File: src/rtl/pipeline_ctrl.sv
// pipeline_ctrl: hazard and sequencing controller for the 5-stage RISC-V pipeline.
// Drives enable/flush of the PC register and the IF/ID, ID/EX, EX/MEM stage registers.
// Handles load-use stalls, taken-branch/jump redirect bubbles and data-memory wait freezes.
// Optional feature macro: PIPE_PERF_COUNTERS_EN (live performance counters when defined,
// both counter ports tied to 0 otherwise).
module pipeline_ctrl #(
  parameter int REDIRECT_BUBBLES = 2,
  parameter int CNT_W            = 32
) (
  input  logic             clk,
  input  logic             rst_n,
  input  logic [4:0]       id_rs1,
  input  logic [4:0]       id_rs2,
  input  logic             id_uses_rs1,
  input  logic             id_uses_rs2,
  input  logic [4:0]       ex_rd,
  input  logic             ex_mem_read,
  input  logic             ex_redirect,
  input  logic             mem_busy,
  output logic             ena_pc,
  output logic             pc_sel_redirect,
  output logic             ena_ifid,
  output logic             flush_ifid,
  output logic             ena_idex,
  output logic             flush_idex,
  output logic             ena_exmem,
  output logic [CNT_W-1:0] perf_stall_cnt,
  output logic [CNT_W-1:0] perf_flush_cnt
);

  typedef enum logic [1:0] {
    ST_RUN      = 2'd0,
    ST_REDIRECT = 2'd1,
    ST_MEM_WAIT = 2'd2
  } state_t;

  // Bubble count loaded on a redirect: the entry cycle is the first flushed IF/ID cycle.
  localparam logic [2:0] BCNT_LOAD   = 3'(REDIRECT_BUBBLES - 1);
  localparam bit         MULTI_BUBBLE = (REDIRECT_BUBBLES > 1);

  state_t     state_r;
  state_t     ret_r;
  logic [2:0] bcnt_r;
  state_t     eff_state_s;
  logic       load_use_s;

  // While frozen, act as the state held before the freeze once memory is ready again.
  always_comb begin
    eff_state_s = ST_RUN;
    case (state_r)
      ST_RUN:      eff_state_s = ST_RUN;
      ST_REDIRECT: eff_state_s = ST_REDIRECT;
      ST_MEM_WAIT: eff_state_s = (ret_r == ST_REDIRECT) ? ST_REDIRECT : ST_RUN;
      default:     eff_state_s = ST_RUN;
    endcase
  end

  // Load-use hazard: a load in EX writes a register the ID instruction reads (x0 excluded).
  assign load_use_s = ex_mem_read && (ex_rd != 5'd0) &&
                      ((id_uses_rs1 && (id_rs1 == ex_rd)) ||
                       (id_uses_rs2 && (id_rs2 == ex_rd)));

  // Stage enable/flush decode; priority is reset > mem_busy > redirect > bubbles > load-use.
  always_comb begin
    ena_pc          = 1'b1;
    pc_sel_redirect = 1'b0;
    ena_ifid        = 1'b1;
    flush_ifid      = 1'b0;
    ena_idex        = 1'b1;
    flush_idex      = 1'b0;
    ena_exmem       = 1'b1;
    if (!rst_n) begin
      ena_pc     = 1'b0;
      ena_ifid   = 1'b0;
      ena_idex   = 1'b0;
      ena_exmem  = 1'b0;
      flush_ifid = 1'b1;
      flush_idex = 1'b1;
    end else if (mem_busy) begin
      ena_pc    = 1'b0;
      ena_ifid  = 1'b0;
      ena_idex  = 1'b0;
      ena_exmem = 1'b0;
    end else if (ex_redirect) begin
      pc_sel_redirect = 1'b1;
      flush_ifid      = 1'b1;
      flush_idex      = 1'b1;
    end else if (eff_state_s == ST_REDIRECT) begin
      flush_ifid = 1'b1;
    end else if (load_use_s) begin
      ena_pc     = 1'b0;
      ena_ifid   = 1'b0;
      flush_idex = 1'b1;
    end else begin
      ena_pc = 1'b1;
    end
  end

  // Sequencing state: freeze tracking, redirect bubble countdown.
  always_ff @(posedge clk or negedge rst_n) begin
    if (!rst_n) begin
      state_r <= ST_RUN;
      ret_r   <= ST_RUN;
      bcnt_r  <= 3'd0;
    end else if (mem_busy) begin
      state_r <= ST_MEM_WAIT;
      if (state_r != ST_MEM_WAIT) begin
        ret_r <= eff_state_s;
      end else begin
        ret_r <= ret_r;
      end
    end else if (ex_redirect) begin
      if (MULTI_BUBBLE) begin
        state_r <= ST_REDIRECT;
        bcnt_r  <= BCNT_LOAD;
      end else begin
        state_r <= ST_RUN;
        bcnt_r  <= 3'd0;
      end
    end else if (eff_state_s == ST_REDIRECT) begin
      if (bcnt_r <= 3'd1) begin
        state_r <= ST_RUN;
        bcnt_r  <= 3'd0;
      end else begin
        state_r <= ST_REDIRECT;
        bcnt_r  <= bcnt_r - 3'd1;
      end
    end else begin
      state_r <= ST_RUN;
      bcnt_r  <= 3'd0;
    end
  end

`ifdef PIPE_PERF_COUNTERS_EN
  logic [CNT_W-1:0] stall_cnt_r;
  logic [CNT_W-1:0] flush_cnt_r;

  // Performance counters: stall = any cycle the PC is held, flush = redirect entry cycles.
  always_ff @(posedge clk or negedge rst_n) begin
    if (!rst_n) begin
      stall_cnt_r <= {CNT_W{1'b0}};
      flush_cnt_r <= {CNT_W{1'b0}};
    end else begin
      stall_cnt_r <= stall_cnt_r + (ena_pc ? {CNT_W{1'b0}} : CNT_W'(1));
      flush_cnt_r <= flush_cnt_r + (pc_sel_redirect ? CNT_W'(1) : {CNT_W{1'b0}});
    end
  end

  assign perf_stall_cnt = stall_cnt_r;
  assign perf_flush_cnt = flush_cnt_r;
`else
  assign perf_stall_cnt = {CNT_W{1'b0}};
  assign perf_flush_cnt = {CNT_W{1'b0}};
`endif

endmodule

File: config.mk
export PLATFORM = sky130hd
export DESIGN_NAME = pipeline_ctrl
export DESIGN_NICKNAME = d
export VERILOG_FILES = /design/src/rtl/pipeline_ctrl.sv
export SDC_FILE = /design/constraint.sdc
export NUM_CORES = 1
export LEC_CHECK = 0
export ABC_AREA = 1
export BUFFER_PORTS_ARGS = -buffer_cell sky130_fd_sc_hd__buf_4
export CORE_ASPECT_RATIO = 1.25
export CORE_MARGIN = 5
export CORE_UTILIZATION = 42
export CTS_CLUSTER_DIAMETER = 40
export DETAILED_ROUTE_END_ITERATION = 8
export PLACE_DENSITY_LB_ADDON = 0.25
export RECOVER_POWER = 50
export SLEW_MARGIN = 10
export SYNTH_ARGS = -nofsm -noshare
export SYNTH_HDL_FRONTEND = slang
export SYNTH_SLANG_ARGS = --single-unit
File: constraint.sdc
create_clock -name clk -period 3.8 [get_ports clk]
set_clock_uncertainty 0.1 [all_clocks]
set_input_delay 0.76 -clock clk [delete_from_list [all_inputs] [get_ports clk]]
set_output_delay 0.76 -clock clk [all_outputs]
set_load 0.01 [all_outputs]
# Word-level counts from Yosys, hierarchy flattened
# Cells that the tools add are included.
# totals
ff_bits	7
output_inout_bits	71
in_bits	22
word_cells	47
# classes
add_sub_neg	1
n_mux	28
order_cmp	1
n_eq_ne	7
reduce_logical	7
# op_table
cell	count
two-way mux 1 bit	21
equality test 5 bit	2
two-way mux 3 bit	3
equality test 2 x 1 -> 1 bit (second input constant)	3
two-way mux 2 bit	3
nonzero test 5 bit	1
logical AND 1 bit	4
less-or-equal comparator 3 x 1 -> 1 bit (second input constant)	1
subtractor 3 x 1 -> 3 bit (second input constant)	1
equality test 2 bit (second input constant)	1
inequality test 2 bit (second input constant)	1
one-hot mux 1 bit (2 select lines)	1
AND reduction 2 bit	1
logical OR 1 bit	1

# Logic depth before layout (Yosys ltp)
# logic_depth
depth_word	9
mapped_depth	11
ltp_nobuf	11

# Worst setup path before layout
# OpenSTA, ideal clock, no wires.
# synth_path
path_type	in2out
startpoint	in ex_rd[2]
endpoint	out ena_pc
arrival_time_ns	1.503
path_slack_ns	1.437
n_path_buf	1
required_ns	2.940
path_stages	9
cell_sequence	inv_1 > nand2_1 > nand2_1 > nor2_1 > nand3_1 > nand2_1 > nand2_1 > o21a_1 > buf_4
# synth_via
elab_chain_len	9
elab_cells_between_ends	13
cone_classes	eq/ne (2); mux (5); reduce/logical (6)
# synth_rtl
item	line	rtl
start, declared	16	input logic [4:0] ex_rd,
equality test 5 bit (on tied branches)	60, 61	
logical AND 1 bit (on tied branches)	60, 61	
logical OR 1 bit	60	((id_uses_rs1 && (id_rs1 == ex_rd)) ||
logical AND 1 bit (*)	59	assign load_use_s = ex_mem_read && (ex_rd != 5'd0) &&
two-way mux 1 bit (*) (5 in series)	n/a	
end, declared	20	output logic ena_pc,
# Every way passes the cells marked *; elsewhere a longest branch is shown, timed or not.

# Worst setup path after layout
# layout_path
startpoint	in rst_n
endpoint	out ena_pc
# layout_via
elab_chain_len	1
# layout_rtl
item	line	rtl
start, declared	11	input logic rst_n,
two-way mux 1 bit	72	if (!rst_n) begin
# Every way passes these cells.

==> metrics.txt <==
arrival time worst endpoint=1.70 ns; number of buffers added on ports=28; final critical-path required period=2.56 ns; Reg2Reg Setup Slack=2.39 ns; final number of setup-violating endpoints=0; RR Endpoint=bcnt_r[0]$_DFFE_PN0N_; vias in the first global route=741; gpl congestion=0.701; number of sinks on the clock net=6; CP Capture Type=output port; max-slew violations=0; total detailed-routing wirelength=1930 um; Via density=3.57; highest net fanout along the worst path=9; Antenna diodes=0; Post-CTS Repair Setup Buffers=0; Setup WS post-layout=1.24 ns; Netlist cell types=20; number of buffers inserted for hold repair after clock tree synthesis=0; final setup TNS=0 ns; number of DRC markers in iteration 0=21; I/O pin count=93; signed area change from the synthesized netlist to the final layout=0.682%; WP data required=2.94 ns; nature of the critical path startpoint=primary input; Synth Warn #=0; overall die height=67.2 um; critical path start-end classification=in -> out; total power consumption of the routed design=235 uW; remaining number of nets flagged by the antenna check after routing=0; via count=825; number of gates resized after CTS=0; initial standard-cell utilization of the core=44.4%; Leakage=0.000720 uW; Syn Inst Count=170; first-pass GRT wire length=2800 um; depth of the CTS H-tree=1; CTS tree=yes; average instance area after synthesis=6.48 um^2; per-cell routed wire length=8.33 um; HPWL Detailed=1790 um; Hold Path Class=in -> async; run status=finished, final reports clean; clock-pin slew reported for the worst setup and hold paths after clock tree synthesis=0.04 ns; synth top area cells=sky130_fd_sc_hd__buf_4 45%, sky130_fd_sc_hd__dfrtp_1 14%, sky130_fd_sc_hd__nand2_1 13%, sky130_fd_sc_hd__inv_1 7.2%, sky130_fd_sc_hd__ha_1 4.5%; worst slack after detailed placement=1.28 ns; number of cells on the worst reg-to-reg path=7; sequential area share after synthesis=13.6%; root cell of the clock tree=sky130_fd_sc_hd__clkbuf_4; DRC viols=0; register bit count reported by yosys=6; ratio of cells with drive above 1 in the final layout=18.7%; area leader, netlist=sky130_fd_sc_hd__buf_4; Syn Std Cell Area=1100 um^2; worst-case vdd ir drop=90.2 uV; power density over the cells=212 nW/um^2; number of antenna violations at the first check in global routing=0; total global routing track utilization=9.01%; number of hold violations in the final report=0; horizontal extent of the die=55.8 um; maximum number of pins on one net before global-route repair=10; global-route congestion overflow total=0; Initial DRT Pass Iterations=2; Hold WS=0.341 ns; Reg-to-Reg Start=state_r[0]$_DFF_PN0_; Layout Nets=226; later-pin clock latency in the skew report=0.24 ns; maximum clock frequency=391 MHz; core box area=2480 um^2; cts bufs inserted=3; number of maximum-capacitance constraint violations=0; unrepaired setup endpoints after global routing=false; buffer levels on the longest clock path=2; fraction of post-synthesis cell area in the top cell type by area=45.0%; Std-Cell Rows=20; die footprint=3750 um^2; fraction of the cycle the final worst path needs=67.3%
-- synthesized netlist by cell type --
master	number
sky130_fd_sc_hd__buf_4	66
sky130_fd_sc_hd__nand2_1	37
sky130_fd_sc_hd__inv_1	21
sky130_fd_sc_hd__nor2_1	12
sky130_fd_sc_hd__dfrtp_1	6
sky130_fd_sc_hd__a21oi_1	4
sky130_fd_sc_hd__ha_1	4
sky130_fd_sc_hd__nand3_1	4
sky130_fd_sc_hd__inv_2	3
sky130_fd_sc_hd__nor3_1	2
sky130_fd_sc_hd__o21ai_1	2
sky130_fd_sc_hd__a21oi_2	1
sky130_fd_sc_hd__a21oi_4	1
sky130_fd_sc_hd__conb_1	1
sky130_fd_sc_hd__nand2_2	1
sky130_fd_sc_hd__nor2_2	1
sky130_fd_sc_hd__o21a_1	1
sky130_fd_sc_hd__o21ai_0	1
sky130_fd_sc_hd__o21ai_2	1
sky130_fd_sc_hd__o32ai_1	1
-- routing by layer --
layer	share of wire [%]	GRT usage, %	wire [um]
met5	0	0	0
met4	0	3.65	0
met3	12	2.10	225
met2	50	16.3	972
met1	38	10.3	727
-- worst max-delay path, cell delays in order --
cell,delay [ns]
sky130_fd_sc_hd__clkbuf_1,0.35
sky130_fd_sc_hd__inv_1,0.10
sky130_fd_sc_hd__nor2_1,0.19
sky130_fd_sc_hd__o21a_1,0.17
sky130_fd_sc_hd__buf_4,0.12
-- per-stage QoR --
| stage | instance area (um^2) | util [%] | std cells |
|---|---|---|---|
| after global routing | 1110 | 44.7 | 231 |
| after global placement | 1090 | 44.1 | 228 |
| after detailed placement | 1090 | 44.1 | 228 |
| final | 1110 | 44.7 | 231 |
| after CTS | 1120 | 45.1 | 231 |
| after floorplan | 1340 | - | 233 |
-- where the power goes --
group / internal (uW) / total [uW] / switching [uW]
registers: 69.9 / 73.5 / 3.59
logic: 35.9 / 105 / 69.3
clock network: 35.6 / 56.0 / 20.5
-- worst max-delay path by stage --
stage	start	end	slack, ns	depth (start not counted)
after detailed placement	ex_rd[4]	flush_idex	1.28	10
final	rst_n	ena_pc	1.24	5
after global routing	rst_n	ena_pc	1.05	5
after floorplan	ex_rd[2]	ena_pc	1.44	9
after global placement	ex_rd[4]	flush_idex	1.29	10
after CTS	state_r[0]$_DFF_PN0_	flush_idex	1.27	11
-- placed cells by master, fill, tap and decap left out --
cell type / n
sky130_fd_sc_hd__dfrtp_1: 6
sky130_fd_sc_hd__inv_2: 3
sky130_fd_sc_hd__o21ai_2: 1
sky130_fd_sc_hd__nor2_1: 12
sky130_fd_sc_hd__ha_1: 4
sky130_fd_sc_hd__a21oi_2: 1
sky130_fd_sc_hd__conb_1: 64
sky130_fd_sc_hd__nor2_2: 1
sky130_fd_sc_hd__o21a_1: 1
sky130_fd_sc_hd__o21ai_0: 1
sky130_fd_sc_hd__nor3_1: 2
sky130_fd_sc_hd__o32ai_1: 1
sky130_fd_sc_hd__nand3_1: 4
sky130_fd_sc_hd__nand2_1: 37
sky130_fd_sc_hd__clkbuf_1: 2
sky130_fd_sc_hd__a21oi_1: 4
sky130_fd_sc_hd__o21ai_1: 2
sky130_fd_sc_hd__nand2_2: 1
sky130_fd_sc_hd__buf_4: 26
sky130_fd_sc_hd__a21oi_4: 1
sky130_fd_sc_hd__clkbuf_4: 3
sky130_fd_sc_hd__inv_1: 21
-- cells by family after synthesis --
family / count (synthesis) / share of synthesized area, %
AND/OR/NAND/NOR: 57 / 20.6
other: 1 / 0.341
flip-flops: 6 / 13.6
AO/OA/AOI/OAI: 12 / 7.73
adder cells (fa/ha/maj): 4 / 4.55
buffers and inverters: 90 / 53.2
-- sequential cells by signal, indices dropped and copies added (netlist names) --
signal and flops:
bcnt_r 3, ret_r 1, state_r 2
-- layout make-up --
type	count	area, um^2
clock buffer	3	22.5
timing repair buffer	28	203
tap	33	41.3
fill	294	1370
inverter	24	90.1
sequential	6	150
multi-input combinational	137	602
Power figures use the tool's default switching activity.
